`src/rtl/ex3_pkg.sv`:
```
// Shared constants and state type for the Excess-3 decode/pack path.
package ex3_pkg;

  localparam logic [3:0] EX3_OFFSET  = 4'd3;
  localparam logic [3:0] EX3_MIN     = 4'd3;
  localparam logic [3:0] EX3_MAX     = 4'd12;
  localparam logic [3:0] BCD_INVALID = 4'hF;

  typedef enum logic {COLLECT, EMIT} state_e;

endpackage

```
`src/rtl/ex3_digit_dec.sv`:
```
// Combinational single-digit Excess-3 to BCD decoder; invalid codes map to BCD_INVALID.
module ex3_digit_dec
  import ex3_pkg::*;
(
  input  logic [3:0] ex3,
  output logic [3:0] bcd,
  output logic       err
);

  always_comb begin
    err = (ex3 < EX3_MIN) || (ex3 > EX3_MAX);
    bcd = err ? BCD_INVALID : (ex3 - EX3_OFFSET);
  end

endmodule

```
`src/rtl/ex3_to_bcd_packer.sv`:
```
// Packs DIGITS serially received Excess-3 digits into one BCD word on a valid/ready port.
// Define EX3_ERR_MASK_EN to add the per-nibble out_err_mask port.
module ex3_to_bcd_packer
  import ex3_pkg::*;
#(
  parameter int unsigned DIGITS = 4
) (
  input  logic                  clk,
  input  logic                  rst,
  input  logic                  in_valid,
  output logic                  in_ready,
  input  logic [3:0]            in_ex3,
  output logic                  out_valid,
  input  logic                  out_ready,
  output logic [4*DIGITS-1:0]   out_bcd,
  output logic                  out_err
`ifdef EX3_ERR_MASK_EN
  ,
  output logic [DIGITS-1:0]     out_err_mask
`endif
);

  localparam int unsigned CntW = (DIGITS > 1) ? $clog2(DIGITS) : 1;
  localparam logic [CntW-1:0] CntLast = CntW'(DIGITS - 1);

  state_e                state_q;
  logic [CntW-1:0]       cnt_q;
  logic [4*DIGITS-1:0]   bcd_q;
  logic                  err_q;
  logic                  in_ready_q;
  logic                  out_valid_q;

  logic [3:0]            dec_bcd;
  logic                  dec_err;
  logic                  digit_xfer;
  logic                  word_xfer;

  ex3_digit_dec u_dec (
    .ex3 (in_ex3),
    .bcd (dec_bcd),
    .err (dec_err)
  );

  // Handshakes use the registered ready/valid, so no input reaches an output combinationally.
  assign digit_xfer = in_valid && in_ready_q;
  assign word_xfer  = out_valid_q && out_ready;

  always_ff @(posedge clk) begin
    if (rst) begin
      state_q     <= COLLECT;
      cnt_q       <= '0;
      bcd_q       <= '0;
      err_q       <= 1'b0;
      in_ready_q  <= 1'b0;
      out_valid_q <= 1'b0;
    end else begin
      case (state_q)
        COLLECT: begin
          in_ready_q <= 1'b1;
          if (digit_xfer) begin
            bcd_q <= {bcd_q[4*DIGITS-5:0], dec_bcd};
            err_q <= err_q | dec_err;
            if (cnt_q == CntLast) begin
              cnt_q       <= '0;
              state_q     <= EMIT;
              in_ready_q  <= 1'b0;
              out_valid_q <= 1'b1;
            end else begin
              cnt_q <= cnt_q + 1'b1;
            end
          end
        end
        EMIT: begin
          if (word_xfer) begin
            state_q     <= COLLECT;
            bcd_q       <= '0;
            err_q       <= 1'b0;
            out_valid_q <= 1'b0;
            in_ready_q  <= 1'b1;
          end
        end
        default: state_q <= COLLECT;
      endcase
    end
  end

`ifdef EX3_ERR_MASK_EN
  logic [DIGITS-1:0] mask_q;

  // Flags travel with their nibbles so bit i always describes nibble i.
  always_ff @(posedge clk) begin
    if (rst) begin
      mask_q <= '0;
    end else if (state_q == COLLECT && digit_xfer) begin
      mask_q <= {mask_q[DIGITS-2:0], dec_err};
    end else if (state_q == EMIT && word_xfer) begin
      mask_q <= '0;
    end
  end

  assign out_err_mask = mask_q;
`endif

  assign in_ready  = in_ready_q;
  assign out_valid = out_valid_q;
  assign out_bcd   = bcd_q;
  assign out_err   = err_q;

endmodule

```
`config.mk`:
```
export PLATFORM = sky130hd
export DESIGN_NAME = ex3_to_bcd_packer
export DESIGN_NICKNAME = d
export VERILOG_FILES = /design/src/rtl/ex3_pkg.sv /design/src/rtl/ex3_digit_dec.sv /design/src/rtl/ex3_to_bcd_packer.sv
export SDC_FILE = /design/constraint.sdc
export NUM_CORES = 1
export LEC_CHECK = 0
export ABC_AREA = 1
export CORE_MARGIN = 1
export CORE_UTILIZATION = 30
export CTS_BUF_LIST = sky130_fd_sc_hd__clkbuf_2 sky130_fd_sc_hd__clkbuf_4 sky130_fd_sc_hd__clkbuf_8
export DETAILED_ROUTE_END_ITERATION = 10
export PLACE_DENSITY = 0.51
export REMOVE_ABC_BUFFERS = 1
export SLEW_MARGIN = 20
export SYNTH_ARGS = -nofsm -noshare
export SYNTH_HDL_FRONTEND = slang
export SYNTH_SLANG_ARGS = --single-unit
```
`constraint.sdc`:
```
create_clock -name clk -period 2.6 [get_ports clk]
set_input_delay 0.26 -clock clk [delete_from_list [all_inputs] [get_ports clk]]
set_output_delay 0.26 -clock clk [all_outputs]
set_load 0.05 [all_outputs]
```
==> impl_metrics.json <==
{
  "run_status": "finished, final reports clean",
  "route.detailed.vias_per_inst": 4.722,
  "clock_skew_ns": 0.003281,
  "grt_antenna_before_repair": 0,
  "post_cts.repair.setup_buffers": 0,
  "worstMarginPinSlew_ns": 0.5008,
  "hold_viol_final": 0,
  "max_freq_mhz": 557.5,
  "worst_hold_path_type": "flip-flop to flip-flop",
  "worst_setup_path_startpoint": "out_valid",
  "initial_core_util": 0.3139,
  "postSynthRegisterBits": 22,
  "route.top_layer_used": "met3",
  "most_numerous_cell_in_the_yosys_netlist": "sky130_fd_sc_hd__nand2_1",
  "cts_resized": 0,
  "fp.dieH_um": 58.52,
  "setup_crit_end_kind": "output pin",
  "syn_to_final_growth_pct": 36.03,
  "numPlacedInstances": 194,
  "root_buffer_master": "sky130_fd_sc_hd__clkbuf_4",
  "layout.cells.non_filler": 198,
  "boundaryPins": 27,
  "whs_path_depth": 2,
  "die-area_sq_um": 3425,
  "ratio_of_cells_with_drive_above_1_in_the_final_layout": 0.05844,
  "grt_max_degree": 22,
  "fin_setup_tns_ns": 0,
  "worstHoldStart": "out_err",
  "power_leakage_nw": 0.5150,
  "post-route-min-period_ns": 1.794,
  "synthAdderAreaFrac": 0.03916,
  "cts_tree": "yes",
  "crit-reg2reg-capture": "out_bcd[2]",
  "globalplace.congestion": 0.8099,
  "grt_setup_unrepaired": "false",
  "syn_area_sq_um": 958.4,
  "clock_path_buffers": 2,
  "timing.critical_path.slowest_stage_cell": "sky130_fd_sc_hd__clkdlybuf4s50_1",
  "num-nets-final": 166,
  "ys.flop_type": "sky130_fd_sc_hd__dfxtp_1",
  "timing.rr.start": "state_q",
  "ys_warn_count": 0,
  "ctsHtreeMaxLevel": 1,
  "wl_per_cell_um": 10.80,
  "row_count": 20,
  "drt_first_pass_iters": 4,
  "clock_pin_slew_on_the_worst_setup_and_hold_paths_ns": 0.12,
  "critical_path_peak_fanout": 4,
  "floorplan.core_area_sq_um": 3053,
  "critical_path.startpoint_type": "flip-flop",
  "clock_sinks": 22,
  "xor_xnor_share_of_the_synthesized_area": 0,
  "post_synth_mux_area_share": 0,
  "post-route-drc-count": 0,
  "worstSkewPairLatency_ns": 0.31,
  "floorplan.die.width_um": 58.52,
  "syn_area_per_cell_sq_um": 7.488,
  "hold-path-endpoint": "out_err",
  "netlist_instances": 128,
  "timing.critical_path.slowest_cell_delay_ns": 0.82,
  "synth_simple_gate_area_share": 0.2950,
  "globalRouteOverflowTotal": 0,
  "io_buffer_count": 26,
  "detail-route-antenna-nets": 0,
  "routed_wire_length_mm": 2.138,
  "vias_in_the_first_global_route": 882,
  "combinational_family_with_the_most_area_after_synthesis": "simple AND/OR/NAND/NOR gates",
  "worst_supply_voltage_drop_on_vdd_uv": 251.8,
  "final-setup-viol-count": 0,
  "met1Wirelength_mm": 1.001,
  "wl_met2_mm": 1.062,
  "place_hpwl_mm": 1.524,
  "worstPathCellList": "clkdlybuf4s50_1",
  "detailroute.wirelength.met3_um": 74,
  "crit_buf_inv": 1,
  "number_of_max_capacitance_violations_reported": 0,
  "synth_top_cells_by_area": "sky130_fd_sc_hd__dfxtp_1, sky130_fd_sc_hd__nand3_1, sky130_fd_sc_hd__nand2_1",
  "critical_path_class": "flip-flop to output pin",
  "tritoncts.num_buffers": 3,
  "post_synth_num_cell_types": 15,
  "synth_edf_count": 0,
  "synth-compound-area-share": 0.1201,
  "drt_first_iter_violations": 51,
  "grt.total_usage": 0.1426,
  "ff_to_ff_setup_slack_ns": 1.33,
  "required_ns": 2.34,
  "ys_top_cells_by_count": "sky130_fd_sc_hd__nand2_1, sky130_fd_sc_hd__nand3_1, sky130_fd_sc_hd__dfxtp_1, sky130_fd_sc_hd__a21oi_1, sky130_fd_sc_hd__inv_1",
  "arrival_ns": 1.53,
  "fillers": 328,
  "r2r.worst_path.cells": 5,
  "power_per_cell_area_nw_per_um2": 556.2,
  "post-route-period-util": 0.6899,
  "postCtsHoldBufs": 0,
  "synth_async_sr_flop_share": 0,
  "synth_seq_area_share": 0.4595,
  "maxSlewViolCount": 0,
  "synthDominantAreaCellType": "sky130_fd_sc_hd__dfxtp_1",
  "worst_slew_margin_rel": 0.6651,
  "antenna-diode-count": 0,
  "first_pass_grt_wire_length_mm": 3.726,
  "post-synth-top-area-fraction": 0.4595,
  "cell_family_with_the_largest_share_of_critical_path_delay": "buffers and inverters",
  "route.vias.total": 935
}
==> tightest hold or removal path, cell delays in order, from the launching register on <==
cell and delay, ns:
sky130_fd_sc_hd__dfxtp_1 0.33, sky130_fd_sc_hd__inv_1 0.05, sky130_fd_sc_hd__a21oi_1 0.05
==> worst max path at each step <==
stage                     cells after the start    endpoint
after floorplan                               4    cnt_q[0]
after global placement                        6  out_bcd[2]
after detailed placement                      6  out_bcd[2]
after CTS                                     1   out_valid
after global routing                          1   out_valid
final                                         1   out_valid
==> area by class of cell <==
class | instances | area (sq um) | share of cell area
inverters | 12 | 45.04 | 0.03455
repair buffers | 28 | 275.3 | 0.2111
clock inverters | 1 | 30.03 | 0.02303
clock buffers | 3 | 22.52 | 0.01727
well taps | 44 | 55.05 | 0.04223
flip-flops and latches | 22 | 440.4 | 0.3378
multi-input cells | 88 | 435.4 | 0.3340
==> placed cells by master (no fill, tap or decap) <==
cell type / count
sky130_fd_sc_hd__nand2_1: 33
sky130_fd_sc_hd__clkdlybuf4s50_1: 26
sky130_fd_sc_hd__nand3_1: 25
sky130_fd_sc_hd__dfxtp_1: 22
sky130_fd_sc_hd__a21oi_1: 19
sky130_fd_sc_hd__inv_1: 12
sky130_fd_sc_hd__ha_1: 3
sky130_fd_sc_hd__clkbuf_4: 3
sky130_fd_sc_hd__nand3_2: 2
sky130_fd_sc_hd__nor2_1: 2
sky130_fd_sc_hd__o21ai_0: 2
sky130_fd_sc_hd__buf_4: 2
sky130_fd_sc_hd__nor2_2: 1
sky130_fd_sc_hd__o211a_1: 1
sky130_fd_sc_hd__bufinv_16: 1
==> logic make-up after synthesis <==
group | after synthesis
buffers and inverters | 18
flip-flops | 22
adder cells (fa/ha/maj) | 3
AND/OR/NAND/NOR | 63
AO/OA/AOI/OAI | 22
==> state kept, by name (all words and copies together) (netlist names) <==
register / count
cnt_q: 2
in_ready: 1
out_bcd: 16
out_err: 1
out_valid: 1
state_q: 1
==> through the flow <==
step	util	hold slack, ns	area (sq um)	total power (W)	setup slack, ns
floorplan	-	0.3291	920.9	0.0004253	0.9697
global placement	0.4098	0.4471	1251	0.0004698	1.053
detailed placement	0.4098	0.4494	1251	0.0004713	1.023
CTS	0.4270	0.4685	1304	0.0007383	0.7848
global route	0.4270	0.4854	1304	0.0007603	0.7476
finish	0.4270	0.4601	1304	0.0007251	0.8062
==> per-layer routing <==
| metal | vias up | global-route usage |
|---|---|---|
| met2 | 21 | 0.2447 |
| met1 | 438 | 0.1721 |
| met5 | - | 0 |
| met3 | 0 | 0.01978 |
| met4 | 0 | 0.07823 |
| li1 | 476 | - |
==> power by group <==
part | internal (W) | switching [W] | total [W]
clock | 0.000156 | 0.000106 | 0.000262
sequential | 0.000348 | 0.00000772 | 0.000355
combinational | 0.0000398 | 0.0000678 | 0.000108
total | 0.000543 | 0.000182 | 0.000725
(Power assumes the default switching activity.)
